**src/rtl/lpf_power_trigger.sv**
```systemverilog
// Windowed power detector and trigger for the 8-lane lowpass output.
// Each clock's 8 samples are squared and summed (two pipeline stages), the
// per-beat sums are integrated over a programmable window of valid beats, and
// a trigger FSM fires when a completed window's power exceeds a threshold.
//
// state    | meaning
// ---------+---------------------------------------------------------------
// DISARMED | triggering disabled (arm_i low); windowing still runs
// ARMED    | next window close with power > thresh_i fires trig_o
// HOLDOFF  | counting down hold_cnt; window closes never trigger here
module lpf_power_trigger #(
    parameter  int INBITS   = 13,
    parameter  int WINBITS  = 4,
    parameter  int HOLDBITS = 16,
    localparam int ACCBITS  = 2*INBITS + 3 + WINBITS
) (
    input  logic                          clk_i,
    input  logic                          rst_ni,
    input  logic [7:0][INBITS-1:0]        dat_i,
    input  logic                          dat_valid_i,
    input  logic [WINBITS-1:0]            win_len_i,
    input  logic [ACCBITS-1:0]            thresh_i,
    input  logic [HOLDBITS-1:0]           holdoff_i,
    input  logic                          arm_i,
    output logic [ACCBITS-1:0]            power_o,
    output logic                          power_valid_o,
    output logic                          trig_o,
    output logic [1:0]                    state_o
);

    localparam int SQBITS  = 2*INBITS;
    localparam int SUMBITS = 2*INBITS + 3;

    typedef enum logic [1:0] {
        DISARMED = 2'b00,
        ARMED    = 2'b01,
        HOLDOFF  = 2'b10
    } state_t;

    logic [7:0][SQBITS-1:0]  sq_q, sq_d;
    logic                    v1_q, v1_d;
    logic [SUMBITS-1:0]      sum2_q, sum2_d;
    logic                    v2_q, v2_d;
    logic [ACCBITS-1:0]      acc_q, acc_d;
    logic [WINBITS-1:0]      cnt_q, cnt_d;
    logic [WINBITS-1:0]      wlen_q, wlen_d;
    logic                    wlen_ld_q, wlen_ld_d;
    logic [ACCBITS-1:0]      power_q, power_d;
    logic                    pv_q, pv_d;
    logic                    trig_q, trig_d;
    state_t                  state_q, state_d;
    logic [HOLDBITS-1:0]     hold_q, hold_d;

    logic [ACCBITS-1:0]      acc_sum;
    logic                    win_close;
    logic                    hit;

    // Stage 1: square each signed sample; -4096^2 = 2^24 still fits unsigned.
    always_comb begin : square_comb
        logic signed [SQBITS-1:0] sext;
        sext = '0;
        for (int i = 0; i < 8; i++) begin
            sext    = {{INBITS{dat_i[i][INBITS-1]}}, dat_i[i]};
            sq_d[i] = sext * sext;
        end
        v1_d = dat_valid_i;
    end

    // Stage 2: sum the 8 squares; 3 extra bits cover the 8-way growth.
    always_comb begin
        sum2_d = '0;
        for (int i = 0; i < 8; i++) begin
            sum2_d = sum2_d + {3'b000, sq_q[i]};
        end
        v2_d = v1_q;
    end

    // Window integration; wlen reloads at reset release and at each window close.
    always_comb begin
        acc_sum   = acc_q + {{(ACCBITS-SUMBITS){1'b0}}, sum2_q};
        win_close = v2_q && (cnt_q == wlen_q);
        hit       = acc_sum > thresh_i;

        acc_d     = acc_q;
        cnt_d     = cnt_q;
        wlen_d    = wlen_q;
        wlen_ld_d = 1'b1;
        power_d   = power_q;
        pv_d      = 1'b0;

        if (!wlen_ld_q) begin
            wlen_d = win_len_i;
        end

        if (v2_q) begin
            if (win_close) begin
                power_d = acc_sum;
                pv_d    = 1'b1;
                acc_d   = '0;
                cnt_d   = '0;
                wlen_d  = win_len_i;
            end else begin
                acc_d = acc_sum;
                cnt_d = cnt_q + WINBITS'(1);
            end
        end
    end

    // Trigger FSM next state; a low arm_i overrides everything, including a hit.
    always_comb begin
        state_d = state_q;
        hold_d  = hold_q;
        trig_d  = 1'b0;

        if (!arm_i) begin
            state_d = DISARMED;
            hold_d  = '0;
        end else begin
            case (state_q)
                DISARMED: begin
                    state_d = ARMED;
                end
                ARMED: begin
                    if (win_close && hit) begin
                        trig_d  = 1'b1;
                        state_d = HOLDOFF;
                        hold_d  = holdoff_i;
                    end
                end
                HOLDOFF: begin
                    if (hold_q == '0) begin
                        state_d = ARMED;
                    end else begin
                        hold_d = hold_q - HOLDBITS'(1);
                    end
                end
                default: begin
                    state_d = DISARMED;
                    hold_d  = '0;
                end
            endcase
        end
    end

    // Pipeline, accumulator and output registers.
    always_ff @(posedge clk_i or negedge rst_ni) begin
        if (!rst_ni) begin
            sq_q      <= '0;
            v1_q      <= 1'b0;
            sum2_q    <= '0;
            v2_q      <= 1'b0;
            acc_q     <= '0;
            cnt_q     <= '0;
            wlen_q    <= '0;
            wlen_ld_q <= 1'b0;
            power_q   <= '0;
            pv_q      <= 1'b0;
        end else begin
            sq_q      <= sq_d;
            v1_q      <= v1_d;
            sum2_q    <= sum2_d;
            v2_q      <= v2_d;
            acc_q     <= acc_d;
            cnt_q     <= cnt_d;
            wlen_q    <= wlen_d;
            wlen_ld_q <= wlen_ld_d;
            power_q   <= power_d;
            pv_q      <= pv_d;
        end
    end

    // Trigger FSM state, holdoff counter and trigger pulse.
    always_ff @(posedge clk_i or negedge rst_ni) begin
        if (!rst_ni) begin
            state_q <= DISARMED;
            hold_q  <= '0;
            trig_q  <= 1'b0;
        end else begin
            state_q <= state_d;
            hold_q  <= hold_d;
            trig_q  <= trig_d;
        end
    end

    assign power_o       = power_q;
    assign power_valid_o = pv_q;
    assign trig_o        = trig_q;
    assign state_o       = state_q;

endmodule

```
**config.mk**
```make
export PLATFORM = sky130hd
export DESIGN_NAME = lpf_power_trigger
export DESIGN_NICKNAME = d
export VERILOG_FILES = /design/src/rtl/lpf_power_trigger.sv
export SDC_FILE = /design/constraint.sdc
export NUM_CORES = 2
export LEC_CHECK = 0
export CAP_MARGIN = 40
export CORE_MARGIN = 1.5
export CORE_UTILIZATION = 50
export CTS_CLUSTER_SIZE = 25
export DETAILED_ROUTE_END_ITERATION = 8
export HOLD_SLACK_MARGIN = 0.1
export PLACE_DENSITY_LB_ADDON = 0.25
export SYNTH_ARGS = -nofsm -noshare
export SYNTH_HDL_FRONTEND = slang
export SYNTH_SLANG_ARGS = --single-unit
```
**constraint.sdc**
```tcl
create_clock -name clk_i -period 6.1 [get_ports clk_i]
set_input_delay 0.915 -clock clk_i [delete_from_list [all_inputs] [get_ports clk_i]]
set_output_delay 0.915 -clock clk_i [all_outputs]
set_load 0.01 [all_outputs]
```
==> flow_metrics.env <==
export IMPL_crit_chain="clkdlybuf4s50_1 > buf_6 > nand2_2 > inv_2 > ha_4 > xor2_1 > fa_1 > inv_1 > fa_1 > fa_1 > fa_1 > fa_1 > ha_4 > nor3_2 > o21a_1 > o311ai_4 > buf_4 > o21ai_2 > nand3_2 > nor4_4 > nor2_2 > o211ai_1 > buf_4"
export IMPL_yosys_register_bits=326
export IMPL_hold_buffers=0
export IMPL_areaGrowthSynthToFinish_pct=23.58
export IMPL_grt_overflow=0
export IMPL_insertion_delay_ns=0.59
export IMPL_seq_area_frac_synth=0.1301
export IMPL_finalSetupViolations=0
export IMPL_max_stage_delay_ns=0.57
export IMPL_crit_path_end_kind="register"
export IMPL_crit_family="adder cells"
export IMPL_core_area_um2=124100
export IMPL_crit_path_start_kind="input port"
export IMPL_slowest_stage="fa_1"
export IMPL_ant_nets=0
export IMPL_row_count=129
export IMPL_n_fill_cell=10221
export IMPL_cts_tree="yes"
export IMPL_slew_violations=0
export IMPL_drcViolationCount=2
export IMPL_outcome="finished, violations left"
export IMPL_hold_violations=0
export IMPL_port_buffer_count=197
export IMPL_yosys_cell_types_count=82
export IMPL_synth_edff_count=0
export IMPL_final_common_cell="inv_1"
export IMPL_netlist_area_um2=62720
export IMPL_mostFrequentLayoutCells="inv_1 (1710), fa_1 (1258), buf_4 (1026)"
export IMPL_num_vias=45792
export IMPL_io_pins=198
export IMPL_floorplan_die_width_um=357.2
export IMPL_max_freq_mhz=165.9
export IMPL_rsz0062_at_grt="true"
export IMPL_worstHoldStart="v1_q"
export IMPL_grt_pass1_wl_um=248400
export IMPL_grt_max_degree=120
export IMPL_root_buffer="clkbuf_16"
export IMPL_h_tree_depth=2
export IMPL_reg2reg_from="acc_q[0]"
export IMPL_reg2reg_to="hold_q[0]"
export IMPL_fp_dieH_um=357.2
export IMPL_fin_util=0.6245
export IMPL_drive_above_1_share=0.1892
export IMPL_cp_max_fo=8
export IMPL_drtPass1Iterations=8
export IMPL_path_clk_slew_ns=0.06
export IMPL_clk_path_buf_depth=3
export IMPL_first_iter_violations=2218
export IMPL_ys_warn_count=0
export IMPL_antenna_found_initial=4
export IMPL_async_flop_share=1.000
export IMPL_finalWirelength_um=149800
export IMPL_tightest_slew_ns=0.7481
export IMPL_die_area_um2=127600
export IMPL_crit_type="in2reg"
export IMPL_gp_congestion=0.8997
export IMPL_start_util=0.5053
export IMPL_fin_worst_skew_ns=0.03619
export IMPL_worstHoldPathType="reg2reg"
export IMPL_cts_sinks=326
export IMPL_grt_pass1_vias=49777
export IMPL_critPathBufInv=6
export IMPL_finalCriticalPeriod_ns=6.027
export IMPL_min_period_over_period=0.9880
export IMPL_hold_end="v2_q"
export IMPL_wl_per_cell_um=16.24
export IMPL_r2r_cells=23
export IMPL_max_cap_violations=0
export IMPL_fin_nets=9694
export IMPL_hpwl_um=129600
export IMPL_min_delay_path_depth=0
export IMPL_slew_headroom=0.4994
export IMPL_cts_buffers=39
export IMPL_synth_main_ff_cell="dfrtp_1"
export IMPL_syn_area_per_cell_um2=9.826
export IMPL_synthesis_instances=6383
export IMPL_grt_usage=0.2422
export IMPL_cpMostUsedCell="fa_1"
export IMPL_violations="DRC"
export IMPL_crit_required_ns=6.60
export IMPL_crit_cells=23
export IMPL_reg2reg_slack_ns=0.54
export IMPL_arrival_ns=6.52
export IMPL_vias_per_cell=4.965
area by class of cell:
cell class	count	area (um2)	share of cell area
Antenna cell	1	2.502	0.00003229
Clock buffer	46	1052	0.01358
Clock inverter	23	366.6	0.004730
Inverter	1722	6464	0.08339
Multi-Input combinational cell	4195	48970	0.6319
Sequential cell	326	8158	0.1052
Tap cell	1637	2048	0.02643
Timing Repair Buffer	1273	10440	0.1347
logic make-up after synthesis:
group,count (synthesis),share of synthesized area
other cells,2,0.0001197
xor+xnor,307,0.04287
simple gates,1274,0.09645
buf+inv,1866,0.1118
mux,17,0.002893
compound gates,615,0.06721
flops,326,0.1301
fa+ha+maj,1976,0.5486
through the flow:
step | cells | setup slack [ns] | hold WS, ns | instance area [um2] | TNS [ns]
after floorplan | 6387 | -0.07054 | 0.3312 | 62860 | -0.07054
after global placement | 9114 | -0.7521 | 0.3359 | 74240 | -36.06
after detailed placement | 9116 | -0.8694 | 0.3412 | 74300 | -39.89
after CTS | 9189 | 0.003873 | 0.3536 | 75890 | 0
after global routing | 9222 | -0.09021 | 0.3550 | 77510 | -0.4857
final | 9223 | 0.07338 | 0.3514 | 77510 | 0
layer usage:
| metal | up-vias | wire (um) | track usage |
|---|---|---|---|
| met5 | - | 0 | 0 |
| met4 | 0 | 3094 | 0.04966 |
| met3 | 158 | 5793 | 0.01827 |
| met2 | 876 | 74880 | 0.4176 |
| met1 | 23171 | 65990 | 0.3371 |
| li1 | 21587 | - | - |
worst max path at each step:
stage / start / to / slack [ns]
finish: dat_i[55] / sq_q[129] / 0.07
global route: dat_i[55] / sq_q[129] / -0.09
CTS: dat_i[77] / sq_q[154] / 0.004
detailed placement: dat_i[27] / sq_q[76] / -0.87
global placement: dat_i[27] / sq_q[77] / -0.75
floorplan: dat_i[33] / sq_q[77] / -0.07
cell usage after synthesis, types with 31 or more instances:
cell type     n  area [um2]
ha_1        686        8583
fa_1       1290       25820
xor2_1       74       648.1
nand3_1      57       285.3
a21oi_1     155       775.7
dfrtp_1     326        8158
a21o_1       86       645.6
nand2b_1     31       193.9
nand2_1     533        2001
clkbuf_1    139       521.8
nor3_1       57       285.3
nor2_1      191       716.9
nor2b_1     105       656.9
xnor2_1     233        2041
and2_1      193        1207
inv_1      1721        6460
o21a_1       34       255.2
o21ai_0     107       535.5
repair_timing:
item,in CTS,in global routing
pin swaps,27,166
endpoints found under the setup margin,24,56
setup buffers,4,30
cloned,0,3
resized for setup,69,308
worst register-to-register path: stages, from the launching register on:
cell,delay [ns]
dfrtp_1,0.37
ha_1,0.20
inv_1,0.06
fa_1,0.39
nand2b_1,0.17
a21o_1,0.18
a32oi_2,0.27
a41o_1,0.28
a41oi_2,0.25
a2111oi_4,0.50
nor2_1,0.14
xor2_1,0.27
inv_1,0.08
ha_1,0.30
nand4_1,0.12
nor4_1,0.46
buf_4,0.21
nand3_1,0.06
nand2_1,0.12
nand2_1,0.11
and2_1,0.21
a21boi_4,0.39
or3_1,0.17
o21ai_0,0.10
registers in the layout, indices dropped and copies added, names as in the netlist:
register,flops
sq_q,200
v1_q,1
state_o,2
wlen_ld_q,1
hold_q,16
v2_q,1
sum2_q,29
power_o,33
trig_o,1
cnt_q,4
power_valid_o,1
acc_q,33
wlen_q,4
Power is not shown: default switching activity piles up to over one toggle a cycle in this logic, so the estimate is an artifact.
